**src/rtl/serial_alu_pkg.sv**
```systemverilog
// Shared definitions for the bit-serial ALU: opcodes, FSM states and
// per-opcode carry-in/carry-flag rules.
package serial_alu_pkg;

    typedef enum logic [2:0] {
        OP_ADD   = 3'b000,
        OP_SUB   = 3'b001,
        OP_AND   = 3'b010,
        OP_OR    = 3'b011,
        OP_XOR   = 3'b100,
        OP_LOADB = 3'b101,
        OP_INC   = 3'b110,
        OP_PASSA = 3'b111
    } op_t;

    typedef enum logic [1:0] {
        ST_IDLE,
        ST_RUN,
        ST_DONE
    } state_t;

    // SUB forms a + ~b + 1 and INC forms a + 1, so both start with a carry in.
    function automatic logic cin_init(input op_t o);
        return (o == OP_SUB) || (o == OP_INC);
    endfunction

    function automatic logic op_is_arith(input op_t o);
        return (o == OP_ADD) || (o == OP_SUB) || (o == OP_INC);
    endfunction

endpackage

```
**src/rtl/serial_alu_bit.sv**
```systemverilog
// One-bit ALU slice: combinational result and carry-out for the bit in flight.
module serial_alu_bit
    import serial_alu_pkg::*;
(
    input  logic a,
    input  logic b,
    input  logic cin,
    input  op_t  op,
    output logic r,
    output logic cout
);

    logic bn;

    always_comb begin
        r    = 1'b0;
        cout = 1'b0;
        bn   = ~b;
        unique case (op)
            OP_ADD: begin
                r    = a ^ b ^ cin;
                cout = (a & b) | (a & cin) | (b & cin);
            end
            OP_SUB: begin
                r    = a ^ bn ^ cin;
                cout = (a & bn) | (a & cin) | (bn & cin);
            end
            OP_AND:   r = a & b;
            OP_OR:    r = a | b;
            OP_XOR:   r = a ^ b;
            OP_LOADB: r = b;
            OP_INC: begin
                r    = a ^ cin;
                cout = a & cin;
            end
            OP_PASSA: r = a;
            default: begin
                r    = 1'b0;
                cout = 1'b0;
            end
        endcase
    end

endmodule

```
**src/rtl/serial_alu.sv**
```systemverilog
// Bit-serial ALU: sequences WIDTH shifts of the accumulator/operand chains,
// carries between bits and collects carry/zero flags for the finished word.
module serial_alu
    import serial_alu_pkg::*;
#(
    parameter int WIDTH = 12
) (
    input  logic       clk,
    input  logic       rst,
    input  logic       start,
    input  logic [2:0] op,
    input  logic       a_bit,
    input  logic       b_bit,
    output logic       shift,
    output logic       r_bit,
    output logic       busy,
    output logic       done,
    output logic       carry,
    output logic       zero
);

    localparam int CNT_W = $clog2(WIDTH);

    state_t             state, state_n;
    logic [CNT_W-1:0]   count;
    op_t                op_q;
    logic               cin;
    logic               zero_acc;
    logic               carry_q;
    logic               zero_q;
    logic               alu_r;
    logic               alu_cout;
    logic               last;

    serial_alu_bit u_bit (
        .a    (a_bit),
        .b    (b_bit),
        .cin  (cin),
        .op   (op_q),
        .r    (alu_r),
        .cout (alu_cout)
    );

    assign last = (count == CNT_W'(WIDTH - 1));

    always_comb begin
        state_n = state;
        unique case (state)
            ST_IDLE: if (start) state_n = ST_RUN;
            ST_RUN:  if (last)  state_n = ST_DONE;
            ST_DONE: state_n = ST_IDLE;
            default: state_n = ST_IDLE;
        endcase
    end

    assign shift = (state == ST_RUN);
    assign r_bit = shift & alu_r;
    assign busy  = (state == ST_RUN) || (state == ST_DONE);
    assign done  = (state == ST_DONE);
    assign carry = carry_q;
    assign zero  = zero_q;

    always_ff @(posedge clk) begin
        if (rst) begin
            state    <= ST_IDLE;
            count    <= '0;
            op_q     <= OP_ADD;
            cin      <= 1'b0;
            zero_acc <= 1'b0;
            carry_q  <= 1'b0;
            zero_q   <= 1'b0;
        end else begin
            state <= state_n;
            unique case (state)
                ST_IDLE: begin
                    if (start) begin
                        op_q     <= op_t'(op);
                        count    <= '0;
                        cin      <= cin_init(op_t'(op));
                        zero_acc <= 1'b1;
                    end
                end
                ST_RUN: begin
                    cin      <= alu_cout;
                    zero_acc <= zero_acc & ~alu_r;
                    count    <= count + CNT_W'(1);
                    // Flags take the final bit directly, since zero_acc/cin lag by one cycle.
                    if (last) begin
                        carry_q <= op_is_arith(op_q) & alu_cout;
                        zero_q  <= zero_acc & ~alu_r;
                    end
                end
                default: ;
            endcase
        end
    end

endmodule

```
**config.mk**
```make
export PLATFORM = sky130hd
export DESIGN_NAME = serial_alu
export DESIGN_NICKNAME = d
export VERILOG_FILES = /design/src/rtl/serial_alu_pkg.sv /design/src/rtl/serial_alu_bit.sv /design/src/rtl/serial_alu.sv
export SDC_FILE = /design/constraint.sdc
export NUM_CORES = 1
export LEC_CHECK = 0
export CAP_MARGIN = 25
export CORE_MARGIN = 4
export CORE_UTILIZATION = 40
export DETAILED_ROUTE_END_ITERATION = 8
export PLACE_DENSITY = 0.75
export SKIP_CTS_REPAIR_TIMING = 1
export SLEW_MARGIN = 20
export SYNTH_ARGS = -nofsm -noshare
export SYNTH_HDL_FRONTEND = slang
export SYNTH_SLANG_ARGS = --single-unit
```
**constraint.sdc**
```tcl
create_clock -name clk -period 2.11 [get_ports clk]
set_input_delay 0.422 -clock clk [delete_from_list [all_inputs] [get_ports clk]]
set_output_delay 0.422 -clock clk [all_outputs]
set_load 0.05 [all_outputs]
```
=== Word-level counts from Yosys, hierarchy flattened ===
Index checks and enable logic that the tools add are counted.

* Bits in registers: 13
* Bits in latches: 0
* Memory bits (writable): 0
* ROM bits: 0
* Input port bits: 8
* Output and inout bits: 6
* Word-level logic and storage cells: 64
* Memories: 0

* $add $sub $neg: 1
* Multiply operators: 0
* Divide/modulo/power cells: 0
* Order comparisons: 0
* Equality and inequality tests: 14
* Shift-type cells: 0
* Mux-type cells: 11
* Bitwise operators: 20
* Reduce and logical (&&, ||, !) cells: 11

{| class="wikitable"
|+ Operator list
! kind !! count
|-
| $eq 3x3->1 const B || 5
|-
| $and 1x1->1 || 8
|-
| $pmux 1 s8 || 1
|-
| $pmux 4 s2 || 1
|-
| $reduce_and 2->1 || 4
|-
| $eq 3x1->1 const B || 2
|-
| $eq 3x2->1 const B || 2
|-
| $or 1x1->1 || 5
|-
| $xor 1x1->1 || 5
|-
| $add 4x1->4 const B || 1
|-
| $eq 4x4->1 const B || 1
|-
| $logic_or 1x1->1 || 4
|-
| $mux 2 || 2
|-
| $mux 4 || 1
|-
| $pmux 1 s2 || 2
|-
| $pmux 2 s2 || 1
|-
| $logic_not 3->1 || 1
|-
| $pmux 1 s3 || 1
|-
| $eq 2x1->1 const B || 1
|-
| $eq 2x2->1 const B || 1
|-
| $logic_not 2->1 || 1
|-
| $mux 1 || 2
|-
| $ne 2x1->1 const B || 1
|-
| $ne 2x2->1 const B || 1
|-
| other kinds (2) || 3
|}

=== Logic depth before layout (Yosys ltp) ===
* Depth in word-level cells: 7
* Mapped depth: 8
* Gate-level depth less buffers: 7

=== Cells and area by module ===
Synthesis repeated with hierarchy kept, for this count alone.

* Cells, all modules: 106
* Area, all modules: 907.1 um2

{| class="wikitable"
|+ By module, submodules not included
! module !! instances !! cells each !! area each (um2) !! sequential area each (um2)
|-
| serial_alu || 1 || 81 || 700.7 || 260.2
|-
| serial_alu_bit || 1 || 25 || 206.4 || 0.0
|}

=== Worst setup path before layout ===
No wires, ideal clock.

* Path type: in2out
* Start: input port a_bit
* End: output port r_bit
* Arrival: 1.956 ns
* Required time: 1.688 ns
* Setup slack: -0.268 ns
* Stages: 7
* Buffers on the path: 0
* Cell sequence: inv_1 > ha_1 > nor3b_2 > a311oi_2 > a211oi_1 > or3_4 > and2_1

* Cells in the longest elaborated chain, start to end: 4
* Elaborated cells between the ends (all ways): 9
* Those cells by class: mux (1); bitwise (8)

{| class="wikitable"
|+ Ends and longest elaborated chain
! element !! RTL line !! RTL
|-
| start, declared || serial_alu.sv:12 || <nowiki>input logic a_bit,</nowiki>
|-
| $xor 1x1->1 (on tied branches) || serial_alu_bit.sv:25, serial_alu_bit.sv:21, serial_alu_bit.sv:30 ||
|-
| $xor 1x1->1 (on tied branches) || serial_alu_bit.sv:25, serial_alu_bit.sv:21 ||
|-
| $pmux 1 s8 * || serial_alu_bit.sv:19 || <nowiki>unique case (op)</nowiki>
|-
| $and 1x1->1 * || serial_alu.sv:57 || <nowiki>assign r_bit = shift & alu_r;</nowiki>
|-
| end, declared || serial_alu.sv:15 || <nowiki>output logic r_bit,</nowiki>
|}

Mark *: on every way between the ends. The rest lies on a longest branch, timed or not.

=== Worst setup path in the final report ===
* Start: input port b_bit
* End: output port r_bit

* Cells in the longest elaborated chain, start to end: 5
* Elaborated cells between the ends (all ways): 9
* Those cells by class: mux (1); bitwise (8)

{| class="wikitable"
|+ Ends and longest elaborated chain
! element !! RTL line !! RTL
|-
| start, declared || serial_alu.sv:13 || <nowiki>input logic b_bit,</nowiki>
|-
| $not 1->1 || serial_alu_bit.sv:18 || <nowiki>bn = ~b;</nowiki>
|-
| $xor 1x1->1 (2 in a row) || serial_alu_bit.sv:25 || <nowiki>r = a ^ bn ^ cin;</nowiki>
|-
| $pmux 1 s8 * || serial_alu_bit.sv:19 ||
|-
| $and 1x1->1 * || serial_alu.sv:57 ||
|}

Marked as above.

==> flow_metrics.tcl <==
set metrics [dict create \
    cpPeakStageDelay_ns 0.40 \
    synthSimpleGateAreaFrac 0.292 \
    grt_pass1_wl_um 3370 \
    ant_nets 0 \
    grt_pass1_vias 801 \
    timing.setup.tns_ns -0.243 \
    syn_inst 114 \
    cp_max_fo 3 \
    violations "setup timing" \
    rsz0062_at_grt "true" \
    grt_max_degree 15 \
    antenna_found_initial 0 \
    cp_common_cell "buf_8" \
    drt_wl_total_um 2070 \
    peakVddDrop_mv 0.368 \
    worstPathCellList "buf_8, inv_6, ha_4, nor3b_4, a311oi_2, a211oi_1, or3_4, and2_4, buf_8" \
    status "finished with violations" \
    hp-class "flop to flop" \
    min_period_ns 2.35 \
    yosysSeqAreaShare 0.292 \
    finalNonFillerCells 158 \
    place_inst 153 \
    avgViaCountPerCell 5.61 \
    drv_slew 0 \
    dpl.hpwl_um 1550 \
    port_buffers 13 \
    r2r-start "state[1]" \
    synth_fa_ha_area_frac 0.0982 \
    cts-root-buf "clkbuf_4" \
    synth_top_family_by_area "simple AND/OR/NAND/NOR gates" \
    leakagePower_uw 0.000435 \
    r2r_end "cin" \
    fmax_mhz 425 \
    seqCellArea_um2 263 \
    p_per_area_nw_per_um2 562 \
    final.fill_count 209 \
    cts_tree "yes" \
    numCtsBuffers 3 \
    num_antenna_cells 0 \
    relSlewSlack 0.667 \
    core-area_um2 2040 \
    drive_gt1_frac 0.221 \
    cap_viol_max_count 0 \
    syn2layout_area_growth_pct 28.8 \
    vias 887 \
    synth_compound_area_frac 0.216 \
    h-tree-depth 1 \
    finalHoldViolations 0 \
    clkTransAtPathRegs_ns 0.07 \
    skew_ns 0.00386 \
    min_period_over_period 1.12 \
    finish.utilization 0.563 \
    synthXorXnorAreaFrac 0.00982 \
    post-route-drc-count 0 \
    die_x_um 55.2 \
    drt-pass1-iter-count 4 \
    clock_latency_ns 0.27 \
    cts_buffer_depth 2 \
    syn_avg_cell_area_um2 7.83 \
    cts_sinks 13 \
    layout_commonest_cell "nand2_1" \
    required_ns 1.69 \
    critical_path_class "primary input to primary output" \
    ys_seq_elements 13 \
    post_drt_wl_per_cell_um 13.1 \
    slowest_stage "or3_4" \
    synth.area.mux_share 0.0224 \
    die_y_um 55.2 \
    endpoint_kind "primary output" \
    synth_cell_types 37 \
    fin_ws_ns -0.243 \
    arrival_ns 1.93 \
    cp-start-kind "primary input" \
    gp_congestion 0.829 \
    syn_nets 129 \
    final_cell_mix "nand2_1, a21oi_1, dfxtp_1" \
    setup-violations-final 1 \
    setup.worst_path.start "b_bit" \
    syn-cell-area_um2 892 \
    tightest_slew_ns 0.498 \
    r2r_slack_ns 0.38 \
    nNetsFinal 147 \
    ios 14 \
    track_usage 0.133 \
    reg2reg_depth 6 \
    first_iter_violations 13 \
    cp-endpoint "r_bit" \
    start_util 0.437 \
    gr-total-overflow 0 \
    multi_input_area_um2 593 \
    rows 16 \
    dieArea_um2 3050 \
    ys_warn_count 0 \
]
## area by class of cell
class | count | area share
timing repair buffer | 21 | 0.180
multi-input combinational | 88 | 0.516
tap | 27 | 0.0294
clock buffer | 4 | 0.0229
sequential | 13 | 0.229
inverter | 5 | 0.0229
## sequential cells by signal, indices dropped and copies added, names as in the netlist
name	count
cin	1
zero	1
state	2
op_q	3
zero_acc	1
carry	1
count	4
## cell usage after synthesis, drive strengths merged
cell    count  area (µm²)
nand2      15        56.3
dfxtp      13         260
a21oi      12        60.1
ha          7        87.6
nor2        7        26.3
inv         5        18.8
nand2b      5        31.3
nand3b      5        37.5
buf         4        28.8
clkbuf      4        15.0
nand3       4        20.0
o21ai       4        20.0
nor3        3        15.0
a211oi      2        15.0
a311oi      2        23.8
a31oi       2        12.5
mux2i       2        20.0
nand4       2        12.5
o22ai       2        12.5
or2         2        12.5
a211o       1        8.76
a21o        1        7.51
a22oi       1        7.51
and2        1        6.26
and3        1        6.26
nor2b       1        6.26
nor3b       1        12.5
nor4        1        6.26
o31a        1        8.76
o41ai       1        16.3
or3         1        11.3
xnor2       1        8.76
## kinds of logic after synthesis
| kind of cell | after synthesis |
|---|---|
| adder cells (fa/ha/maj) | 7 |
| flip-flops | 13 |
| buffers and inverters | 13 |
| XOR/XNOR | 1 |
| AND/OR/NAND/NOR | 49 |
| multiplexers | 2 |
| AO/OA/AOI/OAI | 29 |
## worst min-delay path by stage
stage,startpoint,endpoint,cells past startpoint
6_report,count[1],count[1],2
5_1_grt,count[1],count[1],2
4_1_cts,count[1],count[1],2
3_3_place_gp,count[1],count[1],2
3_5_place_dp,count[1],count[1],2
2_1_floorplan,count[1],count[1],2
## per-layer routing
layer  vias to the layer above  global-route usage  routed length, µm  share of wire
met5                         -                   0                  0              0
met4                         0              0.0556                 12         0.0058
met3                         2              0.0233                 73          0.035
met2                        23               0.247               1080           0.52
met1                       424               0.145                909           0.44
li1                        438                   -                  -              -
## report_power, final
| part | switching (µW) | internal [µW] | total [µW] |
|---|---|---|---|
| clock network | 78.7 | 73.2 | 152 |
| registers | 20.0 | 258 | 278 |
| logic | 111 | 105 | 216 |
## stage by stage
| step | area [µm²] | power, µW | worst slack [ns] | hold WS, ns |
|---|---|---|---|---|
| after floorplan | 910 | 416 | 0.0245 | 0.444 |
| after global placement | 1080 | 477 | -0.648 | 0.455 |
| after detailed placement | 1080 | 485 | -0.682 | 0.463 |
| after CTS | 1110 | 638 | -0.684 | 0.474 |
| after global routing | 1150 | 683 | -0.305 | 0.496 |
| final | 1150 | 645 | -0.243 | 0.476 |
## worst max-delay path, delay by kind of cell
family,cells,cell delay [ns]
buf+inv,3,0.29
simple gates,3,0.72
compound gates,2,0.30
fa+ha+maj,1,0.20
Power figures use the tool's default switching activity.
